===== src/rtl/crypto_ahb_pkg.sv =====
// Shared types and constants for the AHB crypto write slave.
// Packet states, HADDR offset codes and HTRANS encodings.
package crypto_ahb_pkg;

    typedef enum logic [2:0] {
        S_IDLE,
        S_KEY,
        S_ADDR,
        S_DATA,
        S_ERR1,
        S_ERR2
    } state_e;

    localparam logic [1:0] OFF_KEY  = 2'b00;
    localparam logic [1:0] OFF_ADDR = 2'b01;
    localparam logic [1:0] OFF_DATA = 2'b10;
    localparam logic [1:0] OFF_LAST = 2'b11;

    localparam logic [1:0] HT_IDLE   = 2'b00;
    localparam logic [1:0] HT_BUSY   = 2'b01;
    localparam logic [1:0] HT_NONSEQ = 2'b10;
    localparam logic [1:0] HT_SEQ    = 2'b11;

    function automatic logic off_legal(input state_e st, input logic [1:0] off);
        case (st)
            S_IDLE, S_KEY: off_legal = (off == OFF_KEY);
            S_ADDR:        off_legal = (off == OFF_ADDR);
            S_DATA:        off_legal = off[1];
            default:       off_legal = 1'b0;
        endcase
    endfunction

endpackage


===== src/rtl/sync_fifo.sv =====
// Synchronous FIFO with registered head, occupancy count and
// power-of-two wrapping pointers.
module sync_fifo #(
    parameter int WIDTH = 130,
    parameter int DEPTH = 4
) (
    input  logic                   clk,
    input  logic                   n_rst,
    input  logic                   i_push,
    input  logic [WIDTH-1:0]       i_data,
    input  logic                   i_pop,
    output logic [WIDTH-1:0]       o_data,
    output logic                   o_full,
    output logic                   o_empty,
    output logic [$clog2(DEPTH):0] o_count
);

    localparam int AW = $clog2(DEPTH);

    logic [WIDTH-1:0] r_mem [DEPTH];
    logic [AW-1:0]    r_wptr;
    logic [AW-1:0]    r_rptr;
    logic [AW:0]      r_count;
    logic             w_push;
    logic             w_pop;

    assign o_full  = (r_count == (AW+1)'(DEPTH));
    assign o_empty = (r_count == '0);
    assign o_count = r_count;
    assign o_data  = r_mem[r_rptr];
    assign w_push  = i_push && !o_full;
    assign w_pop   = i_pop && !o_empty;

    always_ff @(posedge clk or negedge n_rst) begin
        if (!n_rst) begin
            r_wptr  <= '0;
            r_rptr  <= '0;
            r_count <= '0;
        end else begin
            if (w_push) r_wptr <= r_wptr + AW'(1);
            if (w_pop)  r_rptr <= r_rptr + AW'(1);
            r_count <= r_count + (AW+1)'(w_push) - (AW+1)'(w_pop);
        end
    end

    // Payload storage needs no reset; emptiness is tracked by the count.
    always_ff @(posedge clk) begin
        if (w_push) r_mem[r_wptr] <= i_data;
    end

endmodule


===== src/rtl/ahb_crypto_slave_fifo.sv =====
// AHB-Lite write slave: key/address/data packet sequencing, FIFO
// buffering toward the cipher core, two-cycle ERROR responses.
module ahb_crypto_slave_fifo
    import crypto_ahb_pkg::*;
#(
    parameter int DATA_W     = 128,
    parameter int ADDR_W     = 32,
    parameter int FIFO_DEPTH = 4,
    parameter int KEY_BEATS  = 1
) (
    input  logic                          clk,
    input  logic                          n_rst,
    input  logic                          HSELx,
    input  logic [1:0]                    HTRANS,
    input  logic                          HWRITE,
    input  logic                          HREADY,
    input  logic [ADDR_W-1:0]             HADDR,
    input  logic [DATA_W-1:0]             HWDATA,
    output logic                          HREADYOUT,
    output logic                          HRESP,
    output logic [DATA_W-1:0]             out_data,
    output logic                          out_is_key,
    output logic                          out_last,
    output logic                          out_valid,
    input  logic                          out_ready,
    output logic [ADDR_W-1:0]             sram_addr,
    output logic                          addr_valid,
    output logic                          pkt_idle,
    output logic                          pkt_abort,
    output logic [$clog2(FIFO_DEPTH):0]   fifo_count
);

    localparam int KCW = $clog2(KEY_BEATS + 1);

    state_e            r_state;
    state_e            w_state_after;
    state_e            w_state_nxt;
    logic              r_dp_valid;
    logic [1:0]        r_dp_off;
    logic [KCW-1:0]    r_key_cnt;
    logic [KCW-1:0]    w_key_cnt_nxt;
    logic [KCW-1:0]    w_key_inc;
    logic [ADDR_W-1:0] r_sram_addr;
    logic              r_addr_valid;
    logic              w_full;
    logic              w_empty;
    logic              w_need_push;
    logic              w_stall;
    logic              w_done;
    logic              w_accept;
    logic              w_legal;
    logic              w_addr_wr;
    logic [DATA_W+1:0] w_fifo_in;
    logic [DATA_W+1:0] w_fifo_out;
    logic              w_unused;

    assign w_need_push = r_dp_valid && (r_dp_off != OFF_ADDR);
    assign w_stall     = w_need_push && w_full;
    assign w_done      = r_dp_valid && !w_stall;
    assign w_addr_wr   = w_done && (r_dp_off == OFF_ADDR);
    assign w_accept    = HSELx && HREADY && HTRANS[1];
    assign w_key_inc   = r_key_cnt + KCW'(1);
    assign w_unused    = ^{HADDR[ADDR_W-1:4], HADDR[1:0], HTRANS[0]};

    // Legality is judged against the state the current beat leaves behind.
    assign w_legal = HWRITE && off_legal(w_state_after, HADDR[3:2]);

    always_comb begin
        w_state_after = r_state;
        w_key_cnt_nxt = r_key_cnt;
        case (r_state)
            S_IDLE: if (w_done) begin
                w_state_after = (KEY_BEATS == 1) ? S_ADDR : S_KEY;
                w_key_cnt_nxt = KCW'(1);
            end
            S_KEY: if (w_done) begin
                w_key_cnt_nxt = w_key_inc;
                if (w_key_inc == KCW'(KEY_BEATS)) w_state_after = S_ADDR;
            end
            S_ADDR: if (w_done) w_state_after = S_DATA;
            S_DATA: if (w_done && r_dp_off == OFF_LAST) w_state_after = S_IDLE;
            S_ERR1: w_state_after = S_ERR2;
            S_ERR2: w_state_after = S_IDLE;
            default: w_state_after = S_IDLE;
        endcase
        w_state_nxt = w_state_after;
        if (w_accept && !w_legal) w_state_nxt = S_ERR1;
    end

    always_ff @(posedge clk or negedge n_rst) begin
        if (!n_rst) begin
            r_state      <= S_IDLE;
            r_key_cnt    <= '0;
            r_dp_valid   <= 1'b0;
            r_dp_off     <= OFF_KEY;
            r_sram_addr  <= '0;
            r_addr_valid <= 1'b0;
        end else begin
            r_state      <= w_state_nxt;
            r_key_cnt    <= w_key_cnt_nxt;
            r_addr_valid <= w_addr_wr;
            if (w_addr_wr) r_sram_addr <= HWDATA[ADDR_W-1:0];
            if (w_accept) begin
                r_dp_valid <= w_legal;
                r_dp_off   <= HADDR[3:2];
            end else if (w_done) begin
                r_dp_valid <= 1'b0;
            end
        end
    end

    assign w_fifo_in = {r_dp_off == OFF_KEY, r_dp_off == OFF_LAST, HWDATA};

    sync_fifo #(
        .WIDTH (DATA_W + 2),
        .DEPTH (FIFO_DEPTH)
    ) u_fifo (
        .clk     (clk),
        .n_rst   (n_rst),
        .i_push  (w_need_push),
        .i_data  (w_fifo_in),
        .i_pop   (out_ready),
        .o_data  (w_fifo_out),
        .o_full  (w_full),
        .o_empty (w_empty),
        .o_count (fifo_count)
    );

    assign HREADYOUT  = (r_state != S_ERR1) && !w_stall;
    assign HRESP      = (r_state == S_ERR1) || (r_state == S_ERR2);
    assign out_data   = w_fifo_out[DATA_W-1:0];
    assign out_last   = w_fifo_out[DATA_W];
    assign out_is_key = w_fifo_out[DATA_W+1];
    assign out_valid  = !w_empty;
    assign sram_addr  = r_sram_addr;
    assign addr_valid = r_addr_valid;
    assign pkt_idle   = (r_state == S_IDLE);
    assign pkt_abort  = (r_state == S_ERR1);

endmodule


===== config.mk =====
export PLATFORM = sky130hd
export DESIGN_NAME = ahb_crypto_slave_fifo
export DESIGN_NICKNAME = d
export VERILOG_FILES = /design/src/rtl/crypto_ahb_pkg.sv /design/src/rtl/sync_fifo.sv /design/src/rtl/ahb_crypto_slave_fifo.sv
export SDC_FILE = /design/constraint.sdc
export NUM_CORES = 1
export LEC_CHECK = 0
export ABC_AREA = 1
export CAP_MARGIN = 10
export CORE_MARGIN = 2
export CORE_UTILIZATION = 57
export CTS_BUF_LIST = sky130_fd_sc_hd__clkbuf_4
export DETAILED_ROUTE_END_ITERATION = 10
export GPL_TIMING_DRIVEN = 0
export PLACE_DENSITY = 0.84
export SYNTH_ARGS = -nofsm -noshare
export SYNTH_HDL_FRONTEND = slang
export SYNTH_SLANG_ARGS = --single-unit

===== constraint.sdc =====
create_clock -name clk -period 18.6 [get_ports clk]
set_input_delay 1.86 -clock clk [delete_from_list [all_inputs] [get_ports clk]]
set_output_delay 1.86 -clock clk [all_outputs]
set_load 0.05 [all_outputs]

## Word level (Yosys, flattened, before mapping)

Memory sizes are Yosys's and may differ from the RTL's.
Cells that the tools add are included.

| word-level totals | value |
|---|---|
| register bits | 47 |
| bits in writable memories | 520 |
| input port bits | 168 |
| output and inout port bits | 171 |
| logic and storage cells | 72 |
| memories | 1 |

Memories:

| memory | depth | width | rd ports | clocked after memory_dff | write ports | line | text |
|---|---|---|---|---|---|---|---|
| u_fifo.r_mem | 4 | 130 | 1 | 0 | 1 | sync_fifo.sv:20 | `logic [WIDTH-1:0] r_mem [DEPTH];` |

| operators by class | value |
|---|---|
| add/subtract/negate cells | 5 |
| equal/unequal tests | 16 |
| mux-type cells | 15 |
| reduce and logical (&&, ||, !) cells | 26 |

Operators by type and width:

| operator | count |
|---|---|
| two-way mux 3 bit | 6 |
| case mux 3 bit (5 select lines) | 1 |
| equality test 3 x 2 -> 1 bit, second input constant | 4 |
| logical AND 1 bit | 12 |
| equality test 3 bit, second input constant | 3 |
| zero test 3 bit | 3 |
| equality test 3 x 1 -> 1 bit, second input constant | 2 |
| two-way mux 1 bit | 6 |
| adder 2 x 1 -> 2 bit, second input constant | 2 |
| equality test 2 x 1 -> 1 bit, second input constant | 2 |
| zero test 1 bit | 4 |
| zero test 2 bit | 2 |
| != test 2 x 1 -> 1 bit, second input constant | 2 |
| nonzero test 2 bit | 2 |
| adder 3 x 1 -> 3 bit | 1 |
| != test 3 bit, second input constant | 1 |
| case mux 1 bit (3 select lines) | 1 |
| AND reduction 3 bit | 1 |
| subtractor 3 x 1 -> 3 bit | 1 |
| equality test 2 bit, second input constant | 1 |
| != test 2 bit, second input constant | 1 |
| case mux 1 bit (2 select lines) | 1 |
| OR reduction 2 bit | 1 |
| adder 1 bit, second input constant | 1 |
| logical OR 1 bit | 1 |

## Logic depth before layout (Yosys ltp)

| depth | value |
|---|---|
| word-level depth | 15 |
| mapped depth | 13 |

## Modules after synthesis

A second synthesis with hierarchy kept.

| unflattened totals | value |
|---|---|
| cell total of the unflattened synthesis | 1914 |
| area total of the unflattened synthesis | 22467.8 um^2 |

Modules (own cells, without submodules):

| module | instances | cells each | area an instance (um^2) | seq. area each (um^2) |
|---|---|---|---|---|
| sync_fifo | 1 | 1704 | 20732.4 | 15790.1 |
| ahb_crypto_slave_fifo | 1 | 210 | 1735.4 | 1001.0 |

## Least setup slack after synthesis

Ideal clock, no wire load.

| path | value |
|---|---|
| path type | register to register |
| start point | reg u_fifo.r_count[1] (netlist: u_fifo.o_count[1]) |
| end point | mem u_fifo.r_mem[0][0] (enable) |
| setup time | 621 ps |
| arrival time | 6744 ps |
| data required time | 17979 ps |
| path slack | 11236 ps |
| cell stages (with the launch flop) | 7 |
| clock period less this slack | 7364 ps |
| path through | dfrtp_1 nor2_1 nand2_1 inv_1 nor2_1 inv_1 nor2_1 |

| between the ends | value |
|---|---|
| word-level cells in the longest chain between the ends | 5 |

RTL lines:

| element | line | text |
|---|---|---|
| from (decl) | sync_fifo.sv:23 | `logic [AW:0] r_count;` |
| from (signal assigned) | sync_fifo.sv:42 | `r_count <= r_count + (AW+1)'(w_push) - (AW+1)'(w_pop);` |
| equality test 3 bit | sync_fifo.sv:27 | `assign o_full = (r_count == (AW+1)'(DEPTH));` |
| zero test 1 bit | sync_fifo.sv:31 | `assign w_push = i_push && !o_full;` |
| logical AND 1 bit | sync_fifo.sv:31 |  |
| named net u_fifo.w_push | sync_fifo.sv:24 | `logic w_push;` |
| two-way mux 1 bit | sync_fifo.sv:48 | `if (w_push) r_mem[r_wptr] <= i_data;` |
| two-way mux 1 bit (implied by the code) | sync_fifo.sv:48 |  |
| to (decl) | sync_fifo.sv:20 |  |

The timed path passes the listed nets, and every way through them passes these cells.

## Worst setup path in the final report

| path | value |
|---|---|
| start point | reg u_fifo.r_rptr[0] |
| end point | out out_data[96] |

| between the ends | value |
|---|---|
| word-level cells in the longest chain between the ends | 1 |

RTL lines:

| element | line | text |
|---|---|---|
| from (decl) | sync_fifo.sv:22 | `logic [AW-1:0] r_rptr;` |
| from (signal assigned) | sync_fifo.sv:41 | `if (w_pop) r_rptr <= r_rptr + AW'(1);` |
| memory read (4 x 130 bit) | n/a |  |
| to (decl) | ahb_crypto_slave_fifo.sv:21 | `output logic [DATA_W-1:0] out_data,` |

Every way passes these cells.

==> flow_summary.json <==
{
  "place_hpwl_um": 34400,
  "final_routed_wirelength_across_all_metal_layers_um": 55800,
  "effective_utilization_at_floorplan_pct": 58.0,
  "setup-violations-final": 0,
  "worst-path-max-fanout": 10,
  "hold_path_stages": 2,
  "powerDensity_nw_per_um2": 183,
  "grt_first_pass_wirelength_um": 83500,
  "seqPwrFrac_pct": 31.2,
  "ys_flop_type": "sky130_fd_sc_hd__edfxtp_1",
  "hold_path_class": "reg -> reg",
  "die_height_um": 197,
  "critical_path.cell_chain": "buf_4 > buf_6 > inv_4 > buf_2 > buf_2 > nor2_1 > o22ai_1 > clkdlybuf4s50_1",
  "grt_pass1_vias": 15300,
  "async_flop_share_pct": 8.29,
  "worst_ep_required_time_ns": 16.74,
  "timing.critical_path.max_delay_family": "buffers and inverters",
  "cts-resized-gates": 0,
  "area_delta_synth_final_pct": 27.9,
  "clock-skew-final_ns": 0.0435,
  "cts.repair_timing.setup_buffer_count": 0,
  "cpPeakStageDelay_ns": 0.86,
  "gp_routability_congestion": 0.817,
  "crit_path_slowest_cell": "sky130_fd_sc_hd__clkdlybuf4s50_1",
  "cts_tree": "yes",
  "p_sw_share_pct": 44.9,
  "clk-insertion-delay-late_ns": 0.84,
  "timing.reg2reg.worst_path_depth": 9,
  "placement.io_buffers": 307,
  "r2r_slack_ns": 15.81,
  "hold_viol_final": 0,
  "h-tree-depth": 4,
  "result_of_the_run": "finished, final reports clean",
  "route.detailed.wl_per_inst_um": 21.9,
  "power.combinational.fraction_pct": 47.8,
  "number_of_flops_mapped_to_enable_cells_by_yosys": 520,
  "timing.max_cap.violations": 0,
  "whs_ns": 0.484,
  "leakagePower_nw": 9.45,
  "synth_cells": 1516,
  "cts.root.buffer_cell": "sky130_fd_sc_hd__clkbuf_4",
  "cts_hold_buffers": 0,
  "critPathLaunchType": "flip-flop",
  "post-route-drc-count": 0,
  "first_iter_violations": 1441,
  "postSynthNetCount": 1691,
  "launching_point_of_the_worst_reg2reg_path": "u_fifo.o_count[1]",
  "cts_made_buffers": 139,
  "tns_ns": 0,
  "synth-seq-cells": 567,
  "die_w_um": 197,
  "mappedNetlistArea_sq_um": 21200,
  "route.vias.total": 14900,
  "critPathBufInv": 6,
  "largest_net_degree_at_the_start_of_global_routing": 38,
  "grtUsageTotal_pct": 28.8,
  "slew_violations": 0,
  "num-fill-cells": 2168,
  "relSlewSlack_pct": 53.7,
  "rows": 70,
  "tightestPinTransition_ns": 0.693,
  "timing.hold.worst_endpoint": "sram_addr[30]",
  "drt_pre_antenna_iters": 8,
  "max_clock_freq_mhz": 181,
  "path_class": "reg -> out",
  "fin_crit_ns": 5.52,
  "design.die.area_sq_um": 38800,
  "coreArea_sq_um": 36600,
  "clkPwrFrac_pct": 21.0,
  "hold_wc_startpoint": "sram_addr[30]",
  "path_clk_slew_ns": 0.07,
  "final_min_period_over_clock_period_pct": 29.7,
  "power_report.internal_total_w": 0.00273,
  "grt-ovfl-total": 0,
  "end_kind": "primary output",
  "vias_per_inst": 5.83,
  "synth.yosys.warnings": 0,
  "rsz_0062_raised_after_global_routing": "no",
  "clock_sink_count": 567,
  "i_o_pin_total": 339,
  "post_synth_num_cell_types": 27,
  "netSwitchingPower_w": 0.00223,
  "design_power_total_w": 0.00496,
  "yosysSeqAreaShare_pct": 79.1,
  "layout-drive-gt1-share_pct": 14.2,
  "cp.arrival_ns": 3.66,
  "clockBufferDepth": 3,
  "detail-route-antenna-nets": 0,
  "vdd.ir_drop.worst_mv": 0.160,
  "number_of_antenna_violations_at_the_first_check_in_global_routing": 3,
  "worst_r2r_dst": "u_fifo.r_mem[0][59]",
  "path_common_cell": "sky130_fd_sc_hd__buf_2",
  "syn_area_per_cell_sq_um": 14.0,
  "num-nets-final": 2160
}
sequential cells by signal (all words and copies together), names as in the netlist:
signal	cells
u_fifo.r_mem	520
sram_addr	32
r_state	3
u_fifo.o_count	3
r_dp_off	2
u_fifo.r_rptr	2
u_fifo.r_wptr	2
addr_valid	1
r_dp_valid	1
r_key_cnt	1
how the worst max path moves through the flow:
stage          cells past startpoint         startpoint                   to  slack [ns]
3_3_place_gp                       6  u_fifo.o_count[1]  u_fifo.r_mem[3][64]        7.40
3_5_place_dp                       8   u_fifo.r_rptr[0]         out_data[30]       13.95
2_1_floorplan                      6  u_fifo.o_count[1]   u_fifo.r_mem[0][0]       11.24
6_report                           8   u_fifo.r_rptr[0]         out_data[96]       13.08
4_1_cts                            8   u_fifo.r_rptr[0]         out_data[30]       13.01
5_1_grt                            7   u_fifo.r_rptr[0]         out_data[54]       12.89
Yosys cell counts (3+ instances only):
master | n | area share, %
sky130_fd_sc_hd__nand2_1 | 113 | 2.0
sky130_fd_sc_hd__inv_2 | 6 | 0.11
sky130_fd_sc_hd__a21oi_1 | 4 | 0.094
sky130_fd_sc_hd__nand3_1 | 3 | 0.071
sky130_fd_sc_hd__buf_2 | 28 | 0.66
sky130_fd_sc_hd__nor2_2 | 4 | 0.12
sky130_fd_sc_hd__nor2_1 | 278 | 4.9
sky130_fd_sc_hd__clkbuf_1 | 61 | 1.1
sky130_fd_sc_hd__nand2_2 | 5 | 0.15
sky130_fd_sc_hd__ha_1 | 6 | 0.35
sky130_fd_sc_hd__edfxtp_1 | 520 | 74
sky130_fd_sc_hd__dfrtp_1 | 47 | 5.5
sky130_fd_sc_hd__inv_1 | 27 | 0.48
sky130_fd_sc_hd__nand4_1 | 4 | 0.12
sky130_fd_sc_hd__o22ai_1 | 130 | 3.8
sky130_fd_sc_hd__o21ai_0 | 259 | 6.1
sky130_fd_sc_hd__o21ai_1 | 5 | 0.12
sky130_fd_sc_hd__nand3_2 | 3 | 0.14
stage by stage:
step | instances | utilization (%) | area [sq um] | setup slack (ns)
after global placement | 2291 | 68.0 | 24900 | 7.40
after global routing | 2550 | 74.1 | 27100 | 12.89
after CTS | 2548 | 74.1 | 27100 | 13.01
final | 2550 | 74.1 | 27100 | 13.08
after floorplan | 1516 | - | 21200 | 11.24
after detailed placement | 2312 | 69.3 | 25400 | 13.95
layout by cell type, fill, tap and decap left out, drive strengths merged, types with 3 or more instances in the layout:
cell type and instances:
a21oi 4, buf 53, bufinv 4, clkbuf 262, clkdlybuf4s50 306, clkinv 23
clkinvlp 4, dfrtp 47, edfxtp 520, ha 6, inv 38, nand2 118
nand3 6, nand4 4, nor2 282, nor3 3, o21ai 265, o22ai 130
power groups by stage:
| stage | Sequential [W] | Clock [W] | Combinational, W |
|---|---|---|---|
| final | 0.00155 | 0.00104 | 0.00237 |
| after floorplan | 0.00171 | 0 | 0.00135 |
| after detailed placement | 0.00157 | 0 | 0.00234 |
| after global placement | 0.00159 | 0 | 0.00229 |
| after CTS | 0.00155 | 0.00106 | 0.00236 |
| after global routing | 0.00156 | 0.00111 | 0.00249 |
cell families after synthesis:
group           Yosys count  share of synthesized area (%)
flops                   567                           79.1
simple gates            413                           7.63
compound gates          399                           10.2
buf+inv                 126                           2.48
fa+ha+maj                 7                          0.448
xor+xnor                  4                          0.165
routing by layer:
layer | wire (um) | vias to the layer above | global-route usage, %
li1 | - | 6615 | -
met3 | 6130 | 129 | 8.38
met1 | 19800 | 7209 | 34.8
met5 | 13 | - | 0
met2 | 28300 | 916 | 48.8
met4 | 1590 | 2 | 12.2
worst register-to-register path, delay by kind of cell, from the launching register on:
kind	cells	cell delay, ns
flops	1	0.44
buf+inv	5	1.05
simple gates	4	0.97
cell type report:
class	instances	area (sq um)	share of cell area, %
well taps	468	586	2.16
repair buffers	328	3530	13.0
inverters	34	130	0.479
flip-flops and latches	567	16800	61.9
plain buffers	92	395	1.46
clock inverters	35	258	0.950
diodes	2	5.00	0.0184
multi-input cells	823	3940	14.5
clock buffers	201	1510	5.56
Note: power is estimated with default switching activity, not from simulation.
==> RTL change (same flow settings) <==
Encoding of `state_e`: now one-hot (6 bits for 6 states).
--- a/src/rtl/crypto_ahb_pkg.sv
+++ b/src/rtl/crypto_ahb_pkg.sv
@@ -2,13 +2,13 @@
 // Packet states, HADDR offset codes and HTRANS encodings.
 package crypto_ahb_pkg;
 
-    typedef enum logic [2:0] {
-        S_IDLE,
-        S_KEY,
-        S_ADDR,
-        S_DATA,
-        S_ERR1,
-        S_ERR2
+    typedef enum logic [5:0] {
+        S_IDLE = 6'b000001,
+        S_KEY  = 6'b000010,
+        S_ADDR = 6'b000100,
+        S_DATA = 6'b001000,
+        S_ERR1 = 6'b010000,
+        S_ERR2 = 6'b100000
     } state_e;
 
     localparam logic [1:0] OFF_KEY  = 2'b00;
Behaviour: no difference found for any inputs over 4 cycles, from zero or initial values and one cycle with n_rst low; so few cycles prove little.
==> RTL change against the original RTL <==
  * Synthesized area up 0.55%
  * Cell area up 0.30%
  * First-iteration DRC count up 1.7%
  * Largest power group unchanged
  * Routed wire length up 1.9%
  * Power down 1.8%
  * Worst setup slack worse by 500 ps
  * Maximum frequency down 8.4%
  * Sequential cell count up 3
  * Clock skew up 4.3 ps
  * Hold slack better by 5.1 ps
==> RTL change: results (changes against the original RTL) <==
<table>
<tr><th>Metric</th><th>Value</th></tr>
<tr><th colspan="2">Synth</th></tr>
<tr><td>Post-synthesis compound-gate area fraction</td><td>10.41% (+0.22 points)</td></tr>
<tr><td>Part of the Yosys area used for sequential elements</td><td>79.02% (about the same)</td></tr>
<tr><td>Library cells used by synthesis</td><td>32 (+19%)</td></tr>
<tr><td>Top cells by instance count after synthesis</td><td>edfxtp_1, nor2_1, o21ai_0</td></tr>
<tr><td>XOR/XNOR Fraction of Synth Area</td><td>0.1641% (-0.00090 points)</td></tr>
<tr><td>Net count of the mapped netlist</td><td>1703 (+0.71%)</td></tr>
<tr><th colspan="2">Placed design</th></tr>
<tr><td>Post-placement worst setup slack</td><td>13510 ps (-443.2 ps)</td></tr>
<tr><td>Number of cells after detailed placement</td><td>2323 (+0.48%)</td></tr>
<tr><th colspan="2">Cells and area</th></tr>
<tr><td>Post-layout nets</td><td>2172 (+0.56%)</td></tr>
<tr><td>Post-Layout Cell Count</td><td>2574 (+0.94%)</td></tr>
<tr><th colspan="2">Pwr</th></tr>
<tr><td>P_leak</td><td>9.430 nW (-0.23%)</td></tr>
<tr><td>Worst-case vdd ir drop</td><td>0.1573 mV (-1.5%)</td></tr>
<tr><th colspan="2">Timing</th></tr>
<tr><td>Measured slew at the worst slew-check pin</td><td>1033 ps (+339.8 ps)</td></tr>
<tr><td>Final hold slack</td><td>489.3 ps (+5.069 ps)</td></tr>
<tr><th colspan="2">Clock network</th></tr>
<tr><td>CTS buffer count</td><td>140 (+0.72%)</td></tr>
<tr><th colspan="2">Worst setup path</th></tr>
<tr><td>Reg-to-Reg Start</td><td>r_dp_off[0]</td></tr>
<tr><td>Slack of the worst reg-to-reg path</td><td>15550 ps (-260 ps)</td></tr>
<tr><td>Critical path startpoint</td><td>u_fifo.r_rptr[1]</td></tr>
<tr><th colspan="2">Global routing</th></tr>
<tr><td>Number of global-route vias before repair</td><td>15550 (+1.5%)</td></tr>
<tr><th colspan="2">Detailed routing</th></tr>
<tr><td>Routed via count divided by cell count</td><td>5.798 (-0.59%)</td></tr>
<tr><td>Starting DRC count in detailed routing</td><td>1466 (+1.7%)</td></tr>
<tr><td>Number of detailed-route iterations in the first pass</td><td>6 (-2)</td></tr>
<tr><th colspan="2">Min path</th></tr>
<tr><td>Hold Path Sink</td><td>sram_addr[2]</td></tr>
<tr><td>Startpoint of the worst hold path</td><td>sram_addr[2]</td></tr>
<tr><th colspan="2">Status</th></tr>
<tr><td>Outcome</td><td>complete, no violations</td></tr>
</table>
## RTL change: layer usage
| layer | share of wire (%) | vias to the layer above | global-route usage [%] |
|---|---|---|---|
| li1 | - | 6669 | - |
| met4 | 2.3 | 6 | 10.19 |
| met5 | 0.063 | - | 0 |
| met2 | 51 | 823 | 49.93 |
| met3 | 10 | 120 | 8.793 |
| met1 | 37 | 7305 | 35.25 |
## RTL change: power groups by stage
stage	clock network, W	registers, W	logic [W]
floorplan	0	0.00169	0.00131
global placement	0	0.00157	0.00223
detailed placement	0	0.00156	0.00228
CTS	0.00104	0.00154	0.00231
global route	0.00110	0.00154	0.00242
finish	0.00103	0.00154	0.00231
## RTL change: area by class of cell
type,instances,area [um^2]
Clock buffer,197,1479
Inverter,34,127.6
Timing Repair Buffer,327,3483
Multi-Input combinational cell,833,4001
Tap cell,468,585.6
Antenna cell,4,10.01
Fill cell,2163,9562
Buffer,91,380.4
Sequential cell,570,16870
Clock inverter,50,289.0
